--- src/rtl/seq_mult8x8.sv ---
// -----------------------------------------------------------------------------
// seq_mult8x8 -- sequential 8x8 unsigned multiplier
//
// Builds a 16-bit product from four 4x4 partial products computed one per
// clock by a single mult4x4 instance. The accumulated sum is copied to the
// output register only when the last partial product has been added.
//
// Parameters:
//   DONE_HOLD       1: done_flag stays high until the next accepted start
//                   0: done_flag is a one-cycle pulse
//
// Ports:
//   clk             in   1   system clock, rising edge
//   reset_a         in   1   asynchronous reset, active-high
//   start           in   1   request, sampled only while idle
//   dataa           in   8   multiplicand, unsigned
//   datab           in   8   multiplier, unsigned
//   product8x8_out  out  16  result of the last completed multiply
//   done_flag       out  1   result valid
//   busy            out  1   multiply in progress
//   dbg_state       out  3   (SEQ_MULT_DBG_EN only) IDLE=0, S0..S3=1..4
//   dbg_pp          out  8   (SEQ_MULT_DBG_EN only) current mult4x4 product
//
// Build option: define SEQ_MULT_DBG_EN to add the dbg_state/dbg_pp ports.
// -----------------------------------------------------------------------------

// 4x4 unsigned multiplier used as the partial-product engine.
module mult4x4 (
  input  logic [3:0] dataam,
  input  logic [3:0] databm,
  output logic [7:0] product
);
  assign product = {4'b0000, dataam} * {4'b0000, databm};
endmodule

module seq_mult8x8 #(
  parameter int DONE_HOLD = 1
) (
  input  logic        clk,
  input  logic        reset_a,
  input  logic        start,
  input  logic [7:0]  dataa,
  input  logic [7:0]  datab,
  output logic [15:0] product8x8_out,
  output logic        done_flag,
  output logic        busy
`ifdef SEQ_MULT_DBG_EN
  ,
  output logic [2:0]  dbg_state,
  output logic [7:0]  dbg_pp
`endif
);

  typedef enum logic [2:0] {
    IDLE = 3'd0,
    S0   = 3'd1,
    S1   = 3'd2,
    S2   = 3'd3,
    S3   = 3'd4
  } state_t;

  state_t      state, next_state;
  logic [7:0]  a_r, b_r;
  logic [15:0] acc;
  logic [3:0]  mult_a, mult_b;
  logic [7:0]  pp;
  logic [15:0] pp_ext;

  mult4x4 u_mult4x4 (
    .dataam  (mult_a),
    .databm  (mult_b),
    .product (pp)
  );

  assign pp_ext = {8'h00, pp};
  assign busy   = (state != IDLE);

  // NOTE: sequential state uses non-blocking assignments so every register
  // samples values from before the edge, independent of statement order.
  always_ff @(posedge clk or posedge reset_a) begin
    if (reset_a) state <= IDLE;
    else         state <= next_state;
  end

  // NOTE: every output of this block gets a default first; a path that left
  // one unassigned would infer a latch.
  always_comb begin
    next_state = state;
    mult_a     = a_r[3:0];
    mult_b     = b_r[3:0];
    case (state)
      IDLE: if (start) next_state = S0;
      S0:   next_state = S1;
      S1: begin
        mult_a     = a_r[7:4];
        next_state = S2;
      end
      S2: begin
        mult_b     = b_r[7:4];
        next_state = S3;
      end
      S3: begin
        mult_a     = a_r[7:4];
        mult_b     = b_r[7:4];
        next_state = IDLE;
      end
      default: next_state = IDLE;
    endcase
  end

  // Operand latch, accumulator and result register. The cross terms
  // (S1, S2) both carry weight 16; the high-nibble term (S3) carries 256.
  always_ff @(posedge clk or posedge reset_a) begin
    if (reset_a) begin
      a_r            <= 8'h00;
      b_r            <= 8'h00;
      acc            <= 16'h0000;
      product8x8_out <= 16'h0000;
      done_flag      <= 1'b0;
    end else begin
      case (state)
        IDLE: begin
          if (start) begin
            a_r       <= dataa;
            b_r       <= datab;
            acc       <= 16'h0000;
            done_flag <= 1'b0;
          end else if (DONE_HOLD == 0) begin
            done_flag <= 1'b0;
          end
        end
        S0: acc <= pp_ext;
        S1: acc <= acc + (pp_ext << 4);
        S2: acc <= acc + (pp_ext << 4);
        S3: begin
          product8x8_out <= acc + (pp_ext << 8);
          done_flag      <= 1'b1;
        end
        default: ;
      endcase
    end
  end

`ifdef SEQ_MULT_DBG_EN
  assign dbg_state = state;
  assign dbg_pp    = pp;
`endif

endmodule
--- config.mk ---
export PLATFORM = sky130hd
export DESIGN_NAME = seq_mult8x8
export DESIGN_NICKNAME = d
export VERILOG_FILES = /design/src/rtl/seq_mult8x8.sv
export SDC_FILE = /design/constraint.sdc
export NUM_CORES = 1
export LEC_CHECK = 0
export CAP_MARGIN = 20
export CELL_PAD_IN_SITES_DETAIL_PLACEMENT = 1
export CELL_PAD_IN_SITES_GLOBAL_PLACEMENT = 1
export CORE_MARGIN = 2
export CORE_UTILIZATION = 48
export CTS_CLUSTER_SIZE = 8
export DETAILED_ROUTE_END_ITERATION = 10
export GPL_ROUTABILITY_DRIVEN = 0
export GPL_TIMING_DRIVEN = 0
export HOLD_SLACK_MARGIN = 0.05
export PLACE_DENSITY_LB_ADDON = 0.1
export SLEW_MARGIN = 0
export SYNTH_ARGS = -nofsm -noshare
export SYNTH_HDL_FRONTEND = slang
export SYNTH_SLANG_ARGS = --single-unit
--- constraint.sdc ---
create_clock -name clk -period 8.84 [get_ports clk]
set_clock_uncertainty 0.2 [all_clocks]
set_input_delay 1.326 -clock clk [delete_from_list [all_inputs] [get_ports clk]]
set_output_delay 1.326 -clock clk [all_outputs]
set_load 0.03 [all_outputs]
Yosys cells after proc, flatten, opt, wreduce, memory -nomap -nowiden
Index checks and enable logic that the tools add are counted.
{ "word_totals": {"regBits": 52, "out_inout_bits": 18, "wordCells": 32} }
{ "op_classes": {"add_sub_neg": 2, "n_mul": 1, "n_eq_ne": 5, "muxes": 8, "n_reduce_logical": 10} }
{ "ops": {"columns": ["cell", "n"], "rows": [
  ["$pmux 16 s3", 1],
  ["$add 16x12->16", 1],
  ["$add 16x16->16", 1],
  ["$mux 16", 1],
  ["$pmux 3 s4", 1],
  ["$mul 4x4->8", 1],
  ["$mux 4", 2],
  ["$eq 3x2->1 const B", 2],
  ["$reduce_and 2->1", 3],
  ["$reduce_bool 3->1", 2],
  ["$reduce_or 2->1", 3],
  ["$eq 3x1->1 const B", 1],
  ["$eq 3x3->1 const B", 1],
  ["$logic_not 3->1", 1],
  ["$mux 3", 1],
  ["$ne 2x2->1 const B", 1],
  ["$pmux 1 s2", 1],
  ["$reduce_bool 2->1", 1],
  ["$mux 1", 1]
]} }

Depth between registers and ports, before layout
{ "logic_depth": {"ltp_word": 6, "mapped_depth": 23} }

Cells and area by module
A second synthesis with hierarchy kept.
{ "hier_totals": {"hier_cells": 328, "area_unflattened_um2": 3435.8} }
{ "modules_own_cells": {"columns": ["mod", "n_inst", "cells_per_inst", "area_per_inst_um2", "seq_area_each_um2"], "rows": [
  ["seq_mult8x8", 1, 277, 2986.6, 1301.2],
  ["mult4x4", 1, 51, 449.2, 0.0]
]} }

Worst setup path after synthesis
OpenSTA, ideal clock, no wires.
{ "synth_path": {"path_type": "reg2reg", "from": "register state[2]", "to": "register product8x8_out[15]", "t_arrival_ns": 4.507, "required_ns": 8.508, "setup_slack_ns": 4.001, "path_stages_with_launch": 24, "period_less_slack_ns": 4.839, "cell_sequence": "dfrtp_1 > nor2b_1 > buf_2 > a22o_1 > nand2_1 > o21ai_1 > a31oi_1 > or2_1 > fa_1 > inv_1 > fa_1 > inv_1 > fa_1 > inv_1 > a21o_1 > a21oi_1 > xnor2_1 > ha_1 > o211a_1 > a211oi_1 > a21oi_1 > xor2_1 > xnor2_1 > o21ai_1"} }
{ "synth_between": {"elab_chain_len": 5, "elab_cells_between_ends": 9, "cone_classes": "1 x add/sub; 1 x mul; 3 x eq/ne; 2 x mux; 2 x reduce/logical"} }
{ "synth_rtl": {"columns": ["element", "line", "text"], "rows": [
  ["start: declaration", "62", "state_t state, next_state;"],
  ["start signal: assignment", "82", "else state <= next_state;"],
  ["$eq 3x2->1 / $eq 3x3->1 (equally long branches)", "91, 121", null],
  ["$reduce_or 2->1 (no source line)", null, null],
  ["$mux 4", "91", "case (state)"],
  ["$mul 4x4->8", "33", "assign product = {4'b0000, dataam} * {4'b0000, databm};"],
  ["$add 16x16->16", "136", "product8x8_out <= acc + (pp_ext << 8);"],
  ["end signal: assignment", "136", null],
  ["end: declaration", "44", "output logic [15:0] product8x8_out,"]
]} }
Parallel ways exist; a longest one is shown, timed or not.
A chain may end at the register's enable or synchronous reset.

Final worst setup path
Ends and elaborated chain as after synthesis.

==> impl_metrics.csv <==
group,metric,value,unit
finish,area_growth,17.6,%
synth,synth_ff_type,"dfrtp_1",
place,dp_cells,423,
global_route,use_met3,3.24,%
critical_path,path_delay_family,"adder cells",
floorplanning,dieArea,0.00746,mm²
synth,synth_edf_count,0,
timing,hold_ws,293,ps
route,wirelength,7490,µm
critical_path,path_buf_inv,4,
global_route,top_usage_layer,"met2",
timing,hold_viol_final,0,
timing,finalCritPeriodShare,61.1,%
min_path,hold_depth,1,
global_route,overflow,0,
finish,post-route-cell-area,0.00383,mm²
place,dpl.hpwl,6030,µm
synth,ys_ff_latch,52,
route,wl_per_cell,17.4,µm
cts,cts_tree,"done",
timing,period_needed,5400,ps
critical_path,reg2reg_depth,23,
timing,finalSetupViolations,0,
timing,worst_slew_pin_slew,593,ps
critical_path,worst_path_largest_cell_delay,560,ps
finish,most-common-layout-cells,"dfrtp_1, clkdlybuf4s50_1, ha_1",
finish,multiInputGateArea,0.00182,mm²
global_route,grt_usage,21.9,%
global_route,grt_first_pass_wirelength,12800,µm
critical_path,crit_path_cell_trace,"nor2b_1, buf_2, a22o_1, nand2_1, o21ai_1, a31oi_1, or2_1, fa_1, inv_1, fa_1, inv_1, fa_1, inv_1, a21o_1, a21oi_1, xnor2_1, ha_1, o211a_1, a211oi_1, a21oi_1, xor2_1, xnor2_1, o21ai_1",
critical_path,path_class,"flop to flop",
synth,syn_inst,306,
cts,ctsResizeCount,0,
global_route,grt_pass1_vias,2608,
timing,fmax,185,MHz
cts,clk_pin_slew,100,ps
critical_path,arrival,5390,ps
route,vias_per_cell,5.72,
timing,tns,0,ps
cts,ctsHoldBuffers,0,
synth,ys_seq_area_share,40.0,%
synth,synthArstFlopShare,100,%
critical_path,crit_cells,23,
floorplanning,pin_count,37,
route,dr.pass1.iters,4,
flow_run,maxCapViolations,0,
critical_path,worstPathRequired,8830,ps
route,drc_errors,0,
global_route,grt_util_met1,30.5,%
critical_path,end_kind,"flop",
timing,relSlewSlack,60.2,%
route,num_vias,2464,
timing,rsz0062_at_grt,"no",
global_route,grt_max_degree,37,
cts,clock_latency,310,ps
critical_path,start_kind,"flop",
status,outcome,"finished, final reports clean",
finish,fin_nets,403,
global_route,grt_util_met2,36.3,%
synth,netlist_area,0.00326,mm²
finish,antenna_cells,0,
place,port_buffers,36,
route,drt-initial-drc-count,94,
cts,cts-root-buf,"clkbuf_8",
critical_path,worstPathMaxFanout,10,
floorplanning,die_w,86.4,µm
cts,cts_buffers,5,
floorplanning,start_util,48.7,%
route,postRouteAntennaNets,0,
finish,final_cells,431,
finish,register_area,0.00130,mm²
finish,fillers,729,
cts,htreeDepth,2,
synth,yosysUniqueCellTypes,51,
synth,synthesis.nets,359,
global_route,grt_antenna_before_repair,0,
timing,finalMaxSlewViolations,0,
synth,yosysWarnings,0,
cts,cts_setup_buffers,0,
place,place_area,0.00374,mm²
floorplanning,rows,30,
min_path,hold_path_class,"flop to flop",
critical_path,crit_slowest_cell,"fa_1",
finish,final_common_cell,"dfrtp_1",
synth,syn_area_per_cell,10.6,µm²
cts,clockBufferDepth,2,
floorplanning,core,0.00668,mm²
finish,drive_gt1_share,8.55,%
cts,cts_sinks,52,
floorplanning,chipHeight,86.4,µm
-- flip-flops by register name (all words and copies together), names as in the netlist --
name / count
acc: 16
product8x8_out: 16
a_r: 8
b_r: 8
state: 3
done_flag: 1
-- final timing paths --
kind	from	endpoint	slack, ps
min in group asynchronous	reset_a	a_r[3]	1120
max in group asynchronous	reset_a	acc[6]	6790
worst min register to register	product8x8_out[2]	product8x8_out[2]	290
worst max register to register	state[2]	product8x8_out[15]	3440
worst max-delay path	state[2]	product8x8_out[15]	3440
worst min-delay path	product8x8_out[2]	product8x8_out[2]	290
-- worst reg2reg max path, stage by stage (launching register included) --
cell and delay, ps:
dfrtp_1 460, nor2b_1 230, buf_2 280, a22o_1 160
nand2_1 50, o21ai_1 80, a31oi_1 100, or2_1 280
fa_1 540, inv_1 60, fa_1 560, inv_1 70
fa_1 460, inv_1 70, a21o_1 110, a21oi_1 70
xnor2_1 370, ha_1 350, o211a_1 120, a211oi_1 210
a21oi_1 80, xor2_1 160, xnor2_1 150, o21ai_1 70
-- metal layers --
metal	share of wire [%]	wire, µm
met1	47	3510
met5	0	0
met4	0.96	72
met3	3.6	267
met2	49	3640
-- synthesized netlist by cell type (2+ instances only) --
cell type,n,area (µm²)
nand2_1,18,67.6
o21bai_1,3,22.5
dfrtp_1,52,1300
o21ai_0,4,20.0
or3_1,2,12.5
a22oi_1,6,45.0
xnor2_1,14,123
mux2i_1,4,40.0
a31oi_1,5,31.3
buf_4,2,15.0
nor3_2,2,20.0
ha_1,28,350
a22o_1,10,87.6
inv_2,2,7.51
inv_1,19,71.3
nor2b_1,3,18.8
a21oi_1,13,65.1
a21o_1,7,52.6
buf_2,5,25.0
a211oi_1,5,37.5
mux2_2,4,45.0
o21ai_1,13,65.1
a222oi_1,2,20.0
mux2_1,21,236
nor3_1,3,15.0
or2_1,4,25.0
xor2_1,5,43.8
o21a_1,3,22.5
fa_1,6,120
nor2_1,20,75.1
-- through the flow --
stage	worst slack [ps]	utilization [%]
global route	3000	57.3
floorplan	4000	-
finish	3440	57.3
global placement	3500	55.6
CTS	3380	57.3
detailed placement	3430	55.9
-- logic make-up after synthesis --
family          synth area share, %
fa+ha+maj                      14.4
simple gates                   9.03
xor+xnor                       5.61
flops                          40.0
buf+inv                        4.11
mux                            9.87
compound gates                 17.0
-- layout make-up --
type	instances	area share, %
Multi-Input combinational cell	224	47.6
Sequential cell	52	34.0
Timing Repair Buffer	37	9.93
Tap cell	80	2.61
Clock buffer	7	2.25
Inverter	21	2.06
Buffer	9	1.44
Clock inverter	1	0.196
Power is not shown: default switching activity piles up to over one toggle a cycle in this logic, so the estimate is an artifact.
